$ cat config.mk
export PLATFORM = sky130hd
export DESIGN_NAME = control_pipe_unit_flat
export DESIGN_NICKNAME = d
export VERILOG_FILES = /design/src/rtl/control_pipe_unit_if.sv /design/src/rtl/control_pipe_unit.sv /design/src/flat_wrapper.sv
export SDC_FILE = /design/constraint.sdc
export NUM_CORES = 1
export LEC_CHECK = 0
export CELL_PAD_IN_SITES_DETAIL_PLACEMENT = 0
export CELL_PAD_IN_SITES_GLOBAL_PLACEMENT = 1
export CORE_UTILIZATION = 32
export CTS_BUF_LIST = sky130_fd_sc_hd__clkbuf_4 sky130_fd_sc_hd__clkbuf_8 sky130_fd_sc_hd__clkbuf_16
export DETAILED_ROUTE_END_ITERATION = 10
export GPL_TIMING_DRIVEN = 0
export PLACE_DENSITY = 0.81
export RECOVER_POWER = 50
export SLEW_MARGIN = 20
export SYNTH_ARGS = -nofsm -noshare
export SYNTH_HDL_FRONTEND = slang
export SYNTH_SLANG_ARGS = --single-unit
$ cat constraint.sdc
create_clock -name clk -period 2.6 [get_ports clk]
set_clock_uncertainty 0.2 [all_clocks]
set_input_delay 0.65 -clock clk [delete_from_list [all_inputs] [get_ports clk]]
set_output_delay 0.65 -clock clk [all_outputs]
set_load 0.005 [all_outputs]
$ cat src/rtl/control_pipe_unit_if.sv
// control_pipe_unit_if: ID-stage decode inputs and per-stage control outputs between datapath and control unit.
interface control_pipe_unit_if #(
    parameter int ALUOP_W = 3,
    parameter int REG_AW  = 5
);
    logic [5:0]         opcode;
    logic [REG_AW-1:0]  id_rs;
    logic [REG_AW-1:0]  id_rt;
    logic [REG_AW-1:0]  id_rd;
    logic               branch_taken;
    logic               id_ExtendSel;
    logic               id_Jump;
    logic               stall;
    logic               flush_ifid;
    logic               illegal_op;
    logic               ex_RegDst;
    logic               ex_ALUSrc;
    logic               ex_Branch;
    logic               ex_BranchNe;
    logic [ALUOP_W-1:0] ex_ALUOp;
    logic [REG_AW-1:0]  ex_dst;
    logic               mem_MemRead;
    logic               mem_MemWrite;
    logic [REG_AW-1:0]  mem_dst;
    logic               wb_MemtoReg;
    logic               wb_RegWrite;
    logic [REG_AW-1:0]  wb_dst;

    modport master (
        output opcode, id_rs, id_rt, id_rd, branch_taken,
        input  id_ExtendSel, id_Jump, stall, flush_ifid, illegal_op,
        input  ex_RegDst, ex_ALUSrc, ex_Branch, ex_BranchNe, ex_ALUOp, ex_dst,
        input  mem_MemRead, mem_MemWrite, mem_dst, wb_MemtoReg, wb_RegWrite, wb_dst
    );

    modport slave (
        input  opcode, id_rs, id_rt, id_rd, branch_taken,
        output id_ExtendSel, id_Jump, stall, flush_ifid, illegal_op,
        output ex_RegDst, ex_ALUSrc, ex_Branch, ex_BranchNe, ex_ALUOp, ex_dst,
        output mem_MemRead, mem_MemWrite, mem_dst, wb_MemtoReg, wb_RegWrite, wb_dst
    );
endinterface

$ cat src/rtl/control_pipe_unit.sv
// control_pipe_unit: MIPS 5-stage control decode, ID/EX-EX/MEM-MEM/WB control registers,
// load-use stall and IF/ID flush generation.
module control_pipe_unit #(
    parameter int ALUOP_W        = 3,
    parameter int REG_AW         = 5,
    parameter bit LOAD_USE_STALL = 1'b1
) (
    input logic               clk,
    input logic               rst_n,
    control_pipe_unit_if.slave bus
);
    localparam logic [5:0] OP_R = 6'd0, OP_J = 6'd2, OP_BEQ = 6'd4, OP_BNE = 6'd5, OP_ADDIU = 6'd9,
                           OP_ANDI = 6'd12, OP_ORI = 6'd13, OP_LW = 6'd35, OP_SW = 6'd43;

    logic [13:0] dec;
    logic reg_dst, alu_src, mem_to_reg, reg_write, mem_read, mem_write, branch, branch_ne, jump, ext, legal;
    logic [2:0] alu3;
    logic rt_src, hazard, stall, bubble;
    logic [REG_AW-1:0] dst;

    logic ex_reg_dst_q, ex_alu_src_q, ex_branch_q, ex_branch_ne_q;
    logic ex_mem_read_q, ex_mem_write_q, ex_mem_to_reg_q, ex_reg_write_q, illegal_q;
    logic [ALUOP_W-1:0] ex_alu_op_q;
    logic [REG_AW-1:0] ex_dst_q, mem_dst_q, wb_dst_q;
    logic mem_mem_read_q, mem_mem_write_q, mem_mem_to_reg_q, mem_reg_write_q, wb_mem_to_reg_q, wb_reg_write_q;

    // {RegDst,ALUSrc,MemtoReg,RegWrite,MemRead,MemWrite,Branch,BranchNe,Jump}, ALUOp, ExtendSel, legal
    always_comb begin
        dec = '0;
        case (bus.opcode)
            OP_R:     dec = {9'b100100000, 3'b010, 2'b01};
            OP_ADDIU: dec = {9'b010100000, 3'b000, 2'b11};
            OP_ANDI:  dec = {9'b010100000, 3'b011, 2'b01};
            OP_ORI:   dec = {9'b010100000, 3'b100, 2'b01};
            OP_LW:    dec = {9'b011110000, 3'b000, 2'b11};
            OP_SW:    dec = {9'b010001000, 3'b000, 2'b11};
            OP_BEQ:   dec = {9'b000000100, 3'b001, 2'b11};
            OP_BNE:   dec = {9'b000000110, 3'b001, 2'b11};
            OP_J:     dec = {9'b000000001, 3'b000, 2'b01};
            default:  dec = '0;
        endcase
    end

    assign {reg_dst, alu_src, mem_to_reg, reg_write, mem_read, mem_write, branch, branch_ne, jump, alu3, ext, legal} = dec;
    assign dst    = reg_dst ? bus.id_rd : bus.id_rt;
    assign rt_src = bus.opcode == OP_R || bus.opcode == OP_BEQ || bus.opcode == OP_BNE || bus.opcode == OP_SW;
    assign hazard = ex_mem_read_q && ex_dst_q != '0 &&
                    (ex_dst_q == bus.id_rs || (ex_dst_q == bus.id_rt && rt_src));
    // A taken branch squashes the ID instruction anyway, so it masks the stall.
    assign stall  = LOAD_USE_STALL && hazard && !bus.branch_taken;
    assign bubble = stall || bus.branch_taken;

    always_ff @(posedge clk or negedge rst_n) begin
        if (!rst_n) begin
            ex_reg_dst_q     <= 1'b0;
            ex_alu_src_q     <= 1'b0;
            ex_branch_q      <= 1'b0;
            ex_branch_ne_q   <= 1'b0;
            ex_mem_read_q    <= 1'b0;
            ex_mem_write_q   <= 1'b0;
            ex_mem_to_reg_q  <= 1'b0;
            ex_reg_write_q   <= 1'b0;
            ex_alu_op_q      <= '0;
            ex_dst_q         <= '0;
            illegal_q        <= 1'b0;
            mem_mem_read_q   <= 1'b0;
            mem_mem_write_q  <= 1'b0;
            mem_mem_to_reg_q <= 1'b0;
            mem_reg_write_q  <= 1'b0;
            mem_dst_q        <= '0;
            wb_mem_to_reg_q  <= 1'b0;
            wb_reg_write_q   <= 1'b0;
            wb_dst_q         <= '0;
        end else begin
            ex_reg_dst_q     <= !bubble && reg_dst;
            ex_alu_src_q     <= !bubble && alu_src;
            ex_branch_q      <= !bubble && branch;
            ex_branch_ne_q   <= !bubble && branch_ne;
            ex_mem_read_q    <= !bubble && mem_read;
            ex_mem_write_q   <= !bubble && mem_write;
            ex_mem_to_reg_q  <= !bubble && mem_to_reg;
            ex_reg_write_q   <= !bubble && reg_write;
            ex_alu_op_q      <= bubble ? '0 : ALUOP_W'(alu3);
            ex_dst_q         <= bubble ? '0 : dst;
            illegal_q        <= !bubble && !legal;
            mem_mem_read_q   <= ex_mem_read_q;
            mem_mem_write_q  <= ex_mem_write_q;
            mem_mem_to_reg_q <= ex_mem_to_reg_q;
            mem_reg_write_q  <= ex_reg_write_q;
            mem_dst_q        <= ex_dst_q;
            wb_mem_to_reg_q  <= mem_mem_to_reg_q;
            wb_reg_write_q   <= mem_reg_write_q;
            wb_dst_q         <= mem_dst_q;
        end
    end

    assign bus.id_ExtendSel = ext;
    assign bus.id_Jump      = jump;
    assign bus.stall        = stall;
    assign bus.flush_ifid   = bus.branch_taken || (jump && !stall);
    assign bus.illegal_op   = illegal_q;
    assign bus.ex_RegDst    = ex_reg_dst_q;
    assign bus.ex_ALUSrc    = ex_alu_src_q;
    assign bus.ex_Branch    = ex_branch_q;
    assign bus.ex_BranchNe  = ex_branch_ne_q;
    assign bus.ex_ALUOp     = ex_alu_op_q;
    assign bus.ex_dst       = ex_dst_q;
    assign bus.mem_MemRead  = mem_mem_read_q;
    assign bus.mem_MemWrite = mem_mem_write_q;
    assign bus.mem_dst      = mem_dst_q;
    assign bus.wb_MemtoReg  = wb_mem_to_reg_q;
    assign bus.wb_RegWrite  = wb_reg_write_q;
    assign bus.wb_dst       = wb_dst_q;
endmodule
$ cat src/flat_wrapper.sv
// flat-port wrapper written by rule: the top's interface ports become plain ports
module control_pipe_unit_flat 
#(
    parameter int ALUOP_W        = 3,
    parameter int REG_AW         = 5,
    parameter bit LOAD_USE_STALL = 1'b1
)
  (clk, rst_n, bus_opcode, bus_id_rs, bus_id_rt, bus_id_rd, bus_branch_taken, bus_id_ExtendSel, bus_id_Jump, bus_stall, bus_flush_ifid, bus_illegal_op, bus_ex_RegDst, bus_ex_ALUSrc, bus_ex_Branch, bus_ex_BranchNe, bus_ex_ALUOp, bus_ex_dst, bus_mem_MemRead, bus_mem_MemWrite, bus_mem_dst, bus_wb_MemtoReg, bus_wb_RegWrite, bus_wb_dst);
  control_pipe_unit_if #(.ALUOP_W(ALUOP_W), .REG_AW(REG_AW)) bus_i ();
  input logic clk;
  input logic rst_n;
  input wire logic [$bits(bus_i.opcode)-1:0] bus_opcode;
  input wire logic [$bits(bus_i.id_rs)-1:0] bus_id_rs;
  input wire logic [$bits(bus_i.id_rt)-1:0] bus_id_rt;
  input wire logic [$bits(bus_i.id_rd)-1:0] bus_id_rd;
  input wire logic [$bits(bus_i.branch_taken)-1:0] bus_branch_taken;
  output wire logic [$bits(bus_i.id_ExtendSel)-1:0] bus_id_ExtendSel;
  output wire logic [$bits(bus_i.id_Jump)-1:0] bus_id_Jump;
  output wire logic [$bits(bus_i.stall)-1:0] bus_stall;
  output wire logic [$bits(bus_i.flush_ifid)-1:0] bus_flush_ifid;
  output wire logic [$bits(bus_i.illegal_op)-1:0] bus_illegal_op;
  output wire logic [$bits(bus_i.ex_RegDst)-1:0] bus_ex_RegDst;
  output wire logic [$bits(bus_i.ex_ALUSrc)-1:0] bus_ex_ALUSrc;
  output wire logic [$bits(bus_i.ex_Branch)-1:0] bus_ex_Branch;
  output wire logic [$bits(bus_i.ex_BranchNe)-1:0] bus_ex_BranchNe;
  output wire logic [$bits(bus_i.ex_ALUOp)-1:0] bus_ex_ALUOp;
  output wire logic [$bits(bus_i.ex_dst)-1:0] bus_ex_dst;
  output wire logic [$bits(bus_i.mem_MemRead)-1:0] bus_mem_MemRead;
  output wire logic [$bits(bus_i.mem_MemWrite)-1:0] bus_mem_MemWrite;
  output wire logic [$bits(bus_i.mem_dst)-1:0] bus_mem_dst;
  output wire logic [$bits(bus_i.wb_MemtoReg)-1:0] bus_wb_MemtoReg;
  output wire logic [$bits(bus_i.wb_RegWrite)-1:0] bus_wb_RegWrite;
  output wire logic [$bits(bus_i.wb_dst)-1:0] bus_wb_dst;
  assign bus_i.opcode = bus_opcode;
  assign bus_i.id_rs = bus_id_rs;
  assign bus_i.id_rt = bus_id_rt;
  assign bus_i.id_rd = bus_id_rd;
  assign bus_i.branch_taken = bus_branch_taken;
  assign bus_id_ExtendSel = bus_i.id_ExtendSel;
  assign bus_id_Jump = bus_i.id_Jump;
  assign bus_stall = bus_i.stall;
  assign bus_flush_ifid = bus_i.flush_ifid;
  assign bus_illegal_op = bus_i.illegal_op;
  assign bus_ex_RegDst = bus_i.ex_RegDst;
  assign bus_ex_ALUSrc = bus_i.ex_ALUSrc;
  assign bus_ex_Branch = bus_i.ex_Branch;
  assign bus_ex_BranchNe = bus_i.ex_BranchNe;
  assign bus_ex_ALUOp = bus_i.ex_ALUOp;
  assign bus_ex_dst = bus_i.ex_dst;
  assign bus_mem_MemRead = bus_i.mem_MemRead;
  assign bus_mem_MemWrite = bus_i.mem_MemWrite;
  assign bus_mem_dst = bus_i.mem_dst;
  assign bus_wb_MemtoReg = bus_i.wb_MemtoReg;
  assign bus_wb_RegWrite = bus_i.wb_RegWrite;
  assign bus_wb_dst = bus_i.wb_dst;
  control_pipe_unit #(.ALUOP_W(ALUOP_W), .REG_AW(REG_AW), .LOAD_USE_STALL(LOAD_USE_STALL)) u_core (.clk(clk), .rst_n(rst_n), .bus(bus_i));
endmodule
## Word-level counts from Yosys, hierarchy flattened

Cells that the tools add are included.

| storage, ports and cells | value |
|---|---|
| register bits after elaboration | 33 |
| input port bits | 24 |
| logic and storage cells | 59 |

| cells by class | value |
|---|---|
| eq/ne operators | 10 |
| multiplexer cells | 4 |
| reductions and logical operators | 26 |

Operators by type and width:

| operator | number |
|---|---|
| 14-bit case mux with 9 select lines | 1 |
| 6-bit by 4-bit == test with 1-bit output (second input constant) | 3 |
| 1-bit logical AND | 14 |
| 6-bit by 3-bit == test with 1-bit output (second input constant) | 2 |
| 6-bit == test (second input constant) | 2 |
| 5-bit == test | 2 |
| 5-bit 2-to-1 mux | 2 |
| 6-bit by 2-bit == test with 1-bit output (second input constant) | 1 |
| 6-bit logical NOT | 1 |
| 1-bit logical OR | 6 |
| 5-bit nonzero test | 1 |
| 1-bit logical NOT | 4 |
| 3-bit 2-to-1 mux | 1 |

## Longest topological paths before layout

Gate-level depths: netlist (run 1).

| depth | value |
|---|---|
| word-level depth | 11 |
| gate-level depth with buffers | 7 |
| gate-level depth less buffers | 5 |

## Worst setup path before layout (run 1)

Ideal clock, no wire load.

| path | value |
|---|---|
| kind | input-to-output |
| start | in bus_opcode[0] |
| end | out bus_stall |
| arrival | 1.781 ns |
| data required time | 1.750 ns |
| path slack | -0.031 ns |
| stages | 6 |
| buffers on the path | 1 |
| cells stage by stage | clkbuf_1 -> nand4b_1 -> o22ai_1 -> and4b_1 -> or2_1 -> and2_1 |

| between the ends | value |
|---|---|
| cells in the longest elaborated chain, start to end | 8 |
| elaborated cells between the ends (all ways) | 11 |
| those cells by class | 3 x eq/ne; 8 x reduce/logical |

RTL lines:

| item | line | RTL |
|---|---|---|
| start: declaration | flat_wrapper.sv:12 | `input wire logic [$bits(bus_i.opcode)-1:0] bus_opcode;` |
| 6-bit by 3-bit == test with 1-bit output or 6-bit logical NOT (tied branches) | control_pipe_unit.sv:46 | `assign rt_src = bus.opcode == OP_R \|\| bus.opcode == OP_BEQ \|\| bus.opcode == OP_BNE \|\| bus.opcode == OP_SW;` |
| 1-bit logical OR (2 in a row) | control_pipe_unit.sv:46 |  |
| 1-bit logical OR (*) | control_pipe_unit.sv:46 |  |
| 1-bit logical AND (*) | control_pipe_unit.sv:48 | `(ex_dst_q == bus.id_rs \|\| (ex_dst_q == bus.id_rt && rt_src));` |
| 1-bit logical OR (*) | control_pipe_unit.sv:48 |  |
| 1-bit logical AND (*) | control_pipe_unit.sv:47 | `assign hazard = ex_mem_read_q && ex_dst_q != '0 &&` |
| 1-bit logical AND (*) | control_pipe_unit.sv:50 | `assign stall = LOAD_USE_STALL && hazard && !bus.branch_taken;` |
| end: declaration | flat_wrapper.sv:19 | `output wire logic [$bits(bus_i.stall)-1:0] bus_stall;` |

Mark *: on every way between the ends. The rest lies on a longest branch, timed or not.

## Worst setup path in the final report (run 1)

| path | value |
|---|---|
| start | in bus_opcode[1] |
| end | out bus_stall |

The elaborated chain is that of the path after synthesis.

==> impl_results.md, run 1 <==
* Status: finished, violations left
* Failing checks: capacitance limit, slew limit, setup timing
* Reg2Reg Setup Slack at 0.24 ns
* Number of global-route vias before repair at 1094
* Slew Viols, Final at 32
* Layout cells sized above 1 at 0.2500
* Async SR Flop Fraction at 1.000
* Mapped Cells at 115
* CTS tree: built
* First drt pass iteration count at 4
* Commonest non-fill, non-tap cells in the layout: clkdlybuf4s50_1 (36), dfrtp_1 (30), clkbuf_8 (9)
* Row count at 23
* Synth warn at 0
* GPL Wtd Cong at 0.8039
* Detailed-route DRC error count at 0
* Antenna viol nets, final at 0
* Crit start category: input pin
* Synth area leaders: dfrtp_1 (58%), xor2_1 (4.6%), mux2i_1 (3.8%)
* CP required at 1.75 ns
* Hold EP: u_core.mem_reg_write_q
* Hold Crit Class: flip-flop to flip-flop
* Area grow syn2layout at 62.77%
* Hold Slack at 0.1448 ns
* Slowest CP cell: or3_1
* Main combinational cell family by area after synthesis: simple AND/OR/NAND/NOR gates
* DR vias at 1147
* Crit end category: output port
* Critical path fanouts, max at 8
* CP Depth at 7
* Final WL at 3440 um
* Clock root cell: clkbuf_8
* Crit-path max cell delay at around 0.37 ns
* Unrepaired setup endpoints after global routing: yes
* Syn_area_per_cell at ~12 um^2
* Global route total overflow at 0
* CTS Buffer Depth at 2
* Net Count, Synth at roughly 140
* Synthesized area at 1328 um^2
* IO Port Bufs at 52
* Tcrit/Tclk final at 1.137
* Min-delay src: u_core.ex_reg_write_q
* Final setup TNS at -0.5262 ns
* Fin. Hold Viols at 0
* EDFF count, synth at 0
* Post-DP Area at 1917 um^2
* Top FF cell, synth: dfrtp_1
* Setup WS post-layout at -0.3559 ns
* Pin count of the biggest net entering global routing at 32
* Fin crit period at 2.956 ns
* Seq cells post-synth at 31
* Pwr dens at around 480 nW/um^2
* Worst R2R Path Depth at 6
* Utilization after layout at 0.5402
* Initial core utilization at 0.3319
* Crit path arrival time at 2.11 ns
* WL/cell at about 15 um
* CTS Buf Count at 5
* Clock sinks at 31
* Max Cap Viol at 1
* Gr usage total at 0.1656
* Post-synth cell types at 33
* Crit Reg-Reg Startpoint: u_core.bus.ex_dst[2]
* Adder-Cell Fraction of Synth Area at 0
* CP cell instances: dlygate4sd2_1 -> or3_1 -> o22ai_1 -> and4b_1 -> or2_4 -> and2_4 -> buf_6
* Leakage power at 0.9969 nW
* Clk slew on worst S/H paths at 0.06 ns
* First-pass GRT wire length at 5306 um
* Final instance area at approximately 2200 um^2
* Final setup violation count at 2
* Mux share of post-synthesis cell area at 0.03770
* XOR/XNOR Fraction of Synth Area at 0.06598
* Post-synthesis compound-gate area fraction at 0.06880
* Worst skew pair latency at 0.27 ns
* Number of DRC markers in iteration 0 at 40
* Buf/Inv on CP at 2
* Top Family by Delay on Critical Path: simple AND/OR/NAND/NOR gates
* Hold-critical path depth at 0
* Die H at 66.41 um
* ANT cells at 0
* Hold_buf cts at 0
* Commonest non-fill, non-tap cell in the layout: clkdlybuf4s50_1
* Critical path class: input pin to output port
* Vias/cell at between 4 and 5
* FMAX at around 340 MHz
* Rel. slew slack at -0.03708
* Final #Nets at 207
* Io pins at 55
* Worst slew pin tran at 1.556 ns
* Pre-CTS setup slack at -1.136 ns
* Core Footprint at 4000 um^2
* Initial antenna violation count at 0
* Worst VDD drop at 0.0001836 V
* H-tree Lvls at 2
* Post-synth top area cell: dfrtp_1
* Die area at 4410 um^2
* Register area share after synthesis at 0.5844
* Die width at about 66 um
* Post-DP HPWL at 2410 um
* Top-area cell type share of the netlist area at 0.5844
* Synth Area in Simple Gates at 0.2092
* R2R Path End: u_core.bus.ex_ALUSrc
==> through the flow <==
| stage | power [W] | std cells |
|---|---|---|
| floorplan | 0.0005737 | 115 |
| finish | 0.001041 | 234 |
| CTS | 0.001048 | 234 |
| detailed placement | 0.0006667 | 217 |
| global route | 0.001088 | 234 |
| global placement | 0.0006642 | 217 |
==> layout make-up <==
class | count | area, um^2
timing repair buffer | 61 | 563.0
clock inverter | 1 | 5.005
multi-input combinational | 74 | 584.3
sequential | 31 | 777.0
clock buffer | 7 | 83.83
fill | 352 | 1839
tap | 50 | 62.56
buffer | 7 | 73.82
inverter | 3 | 11.26
==> cell usage after synthesis (5+ instances only) <==
| cell | count |
|---|---|
| dfrtp_1 | 31 |
| nor2_1 | 10 |
| xor2_1 | 7 |
| nand2_1 | 7 |
| nor4_1 | 6 |
| a21oi_1 | 5 |
| clkbuf_1 | 6 |
| mux2i_1 | 5 |
==> state kept, by name, indices dropped and copies added, names as in the netlist, 3 cells and up <==
signal               cells
u_core.bus.ex_ALUOp      3
u_core.bus.ex_dst        5
u_core.bus.mem_dst       5
u_core.bus.wb_dst        5
==> layer usage <==
metal  vias to the layer above  part of all wire  global-route usage
met5                         -                 0                   0
li1                        536                 -                   -
met2                        35              0.54              0.2844
met1                       564              0.39              0.1874
met3                        12             0.036             0.04138
met4                         0             0.031             0.08777
==> worst register-to-register path, stage by stage, from the launching register on <==
cell and delay (ns):
dfrtp_2 0.42, or4_4 0.53, o21ai_4 0.16, and4b_1 0.22, or2_4 0.26, buf_4 0.15, a2111oi_2 0.31
==> cells by family (layout without fill, tap and decap cells) <==
group,Yosys count,after routing
AO/OA/AOI/OAI,13,13
flip-flops,31,31
multiplexers,5,5
AND/OR/NAND/NOR,46,46
buffers and inverters,10,79
XOR/XNOR,10,10
==> report_power, final <==
| group | switching, W | internal, W |
|---|---|---|
| clock | 0.000157 | 0.000208 |
| combinational | 0.0000780 | 0.0000902 |
| sequential | 0.00000951 | 0.000499 |
==> how the worst max path moves through the flow <==
stage | start | slack [ns] | end
floorplan | bus_opcode[5] | 0.01 | bus_stall
global route | u_core.bus.ex_dst[1] | -0.39 | bus_stall
detailed placement | bus_opcode[0] | -1.14 | bus_stall
CTS | u_core.bus.ex_dst[2] | -0.37 | bus_stall
global placement | bus_opcode[0] | -1.06 | bus_stall
finish | bus_opcode[1] | -0.36 | bus_stall
==> timing repair <==
| action | in CTS | in global routing |
|---|---|---|
| gates resized for setup | 44 | 11 |
| pin swaps | 15 | 8 |
| buffers inserted | 9 | 0 |
| endpoints found under the setup margin | 4 | 4 |
(Power assumes the default switching activity.)
==> run 2: changes to the inputs <==
--- a/config.mk
+++ b/config.mk
@@ -11,6 +11,7 @@
 export CTS_BUF_LIST = sky130_fd_sc_hd__clkbuf_4 sky130_fd_sc_hd__clkbuf_8 sky130_fd_sc_hd__clkbuf_16
 export DETAILED_ROUTE_END_ITERATION = 10
 export GPL_TIMING_DRIVEN = 0
+export MAX_ROUTING_LAYER = met4
 export PLACE_DENSITY = 0.81
 export RECOVER_POWER = 50
 export SLEW_MARGIN = 20
==> impl_results.md, run 2 (synthesis gave the netlist of run 1 again) <==
* Min-delay src: u_core.ex_reg_write_q
* Failing checks: capacitance limit, slew limit, setup timing
* DR vias at 1154 (+0.61%)
* CTS Buffer Depth at 2 (unchanged)
* Initial antenna violation count at 0 (unchanged)
* Critical path class: flip-flop to output port
* Initial core utilization at 0.3319 (unchanged)
* Commonest non-fill, non-tap cell in the layout: clkdlybuf4s50_1
* Row count at 23 (unchanged)
* Core Footprint at 4000 um^2 (unchanged)
* Slew Viols, Final at 32 (unchanged)
* Tcrit/Tclk final at 1.140 (+0.003050)
* H-tree Lvls at 2 (unchanged)
* Number of global-route vias before repair at 1084 (-0.91%)
* Total power at 0.001087 W (+4.4%)
* Worst slew pin tran at 1.581 ns (+0.02516 ns)
* Final setup violation count at 2 (unchanged)
* CTS Buf Count at 5 (unchanged)
* FMAX at 337.4 MHz (-0.27%)
* Die H at 66.41 um (unchanged)
* Final #Nets at 211 (+1.9%)
* WL/cell at 14.08 um (-4.2%)
* Hold-critical path depth at 0 (unchanged)
* Slowest CP cell: or4_4
* CP Depth at 6 (-1)
* Layout cells sized above 1 at 0.2713 (+0.02128)
* Fin crit period at 2.964 ns (+0.007930 ns)
* Crit start category: flip-flop
* CP Launch Point: u_core.bus.ex_dst[3]
* R2R Path End: u_core.bus.ex_ALUOp[2]
* Fin. Hold Viols at 0 (unchanged)
* Top Family by Delay on Critical Path: simple AND/OR/NAND/NOR gates
* Post-DP Area at 1917 um^2 (unchanged)
* Commonest non-fill, non-tap cells in the layout: clkdlybuf4s50_1 (37), dfrtp_1 (29), buf_4 (14)
* Final WL at 3351 um (-2.6%)
* Gr usage total at 0.1667 (+0.001099)
* Hold Crit Class: flip-flop to flip-flop
* Reg2Reg Setup Slack at 0.10 ns (-0.14 ns)
* Pin count of the biggest net entering global routing at 32 (unchanged)
* Antenna viol nets, final at 0 (unchanged)
* Unrepaired setup endpoints after global routing: yes
* Die width at 66.41 um (unchanged)
* Crit path arrival time at 2.11 ns (about the same)
* Clock sinks at 31 (unchanged)
* Area grow syn2layout at 62.96%
* Clock root cell: clkbuf_8
* Global route total overflow at 0 (unchanged)
* First-pass GRT wire length at 5154 um (-2.9%)
* Status: finished, violations left
* Leakage power at 0.9923 nW (-0.46%)
* Crit Reg-Reg Startpoint: u_core.bus.ex_dst[3]
* Die area at 4410 um^2 (unchanged)
* Final instance area at 2163 um^2 (+0.12%)
* Pwr dens at 502.7 nW/um^2 (+4.3%)
* Worst skew pair latency at 0.28 ns (about the same)
* Io pins at 55 (unchanged)
* Critical Path End: bus_stall
* ANT cells at 0 (unchanged)
* IO Port Bufs at 52 (unchanged)
* Critical path fanouts, max at 2 (-6)
* Setup WS post-layout at -0.3638 ns (-0.007930 ns)
* Worst R2R Path Depth at 7 (+1)
* Post-DP HPWL at 2419 um (+0.36%)
* CP cell instances: or4_4 -> o21ai_4 -> and4b_1 -> or2_4 -> and2_4 -> buf_6
* Detailed-route DRC error count at 0 (unchanged)
* Vias/cell at 4.849 (-1.1%)
* Crit end category: output port
* CP required at 1.75 ns (about the same)
* First drt pass iteration count at 4 (unchanged)
* Number of DRC markers in iteration 0 at 46 (+15%)
* Hold_buf cts at 0 (unchanged)
* Worst VDD drop at 0.0002036 V (+11%)
* CTS tree: built
* Rel. slew slack at -0.05386 (-0.01678)
* Buf/Inv on CP at 1 (-1)
* Crit-path max cell delay at 0.55 ns (+0.18 ns)
* GPL Wtd Cong at 0.8173 (+1.7%)
* Clk slew on worst S/H paths at 0.06 ns (about the same)
* Max Cap Viol at 1 (unchanged)
run 2: cell types whose count changed in the layout (fill, tap and decap cells not counted), moves of 2 or more:
cell	previous run	this run
buf_4	8	14
buf_2	2	5
buf_8	0	2
dlymetal6s2s_1	2	0
run 2: worst min-delay path by stage:
stage / end / slack (ns)
floorplan: u_core.bus.mem_MemWrite / 0.13
global placement: u_core.bus.wb_RegWrite / 0.13
detailed placement: u_core.mem_reg_write_q / 0.13
CTS: u_core.mem_reg_write_q / 0.15
global route: u_core.bus.mem_MemWrite / 0.16
finish: u_core.mem_reg_write_q / 0.14
run 2: cell type report:
cell class	count	area, um^2
plain buffers	7	70.07
fillers	355	1837
inverters	3	11.26
repair buffers	65	575.6
well taps	50	62.56
flip-flops and latches	31	778.2
clock buffers	8	103.9
multi-input cells	74	561.8
run 2: timing repair:
item | in CTS | in global routing
resized for setup | 50 | 10
pin swaps | 15 | 5
buffers inserted | 12 | 2
setup endpoints to repair | 4 | 4
run 2: per-layer routing:
metal | vias to the layer above | global-route usage | share of wire
met4 | 0 | 0.07979 | 0.018
met1 | 562 | 0.2037 | 0.41
met3 | 7 | 0.03621 | 0.044
li1 | 546 | - | -
met2 | 39 | 0.2615 | 0.53
met5 | - | - | 0
run 2: worst reg2reg max path, cell delays in order, from the launching register on:
cell,delay [ns]
dfrtp_2,0.41
or4_4,0.55
o21ai_4,0.17
and4b_1,0.23
buf_4,0.13
or3_4,0.39
buf_6,0.16
nor3_2,0.18
run 2: per-stage QoR:
stage / hold slack [ns] / setup TNS, ns / setup WS [ns] / util / std cells
floorplan: 0.1312 / 0 / 0.01118 / - / 115
global placement: 0.1344 / -5.197 / -1.061 / 0.4805 / 217
detailed placement: 0.1347 / -6.061 / -1.140 / 0.4792 / 217
CTS: 0.1467 / -0.5451 / -0.3609 / 0.5383 / 236
global route: 0.1555 / -0.6962 / -0.4188 / 0.5408 / 238
finish: 0.1414 / -0.5684 / -0.3638 / 0.5408 / 238
run 2: power breakdown:
part	internal, W	switching [W]	leakage [nW]
Combinational	0.0000893	0.0000746	0.526
Clock	0.000252	0.000163	0.0549
Sequential	0.000499	0.00000969	0.411
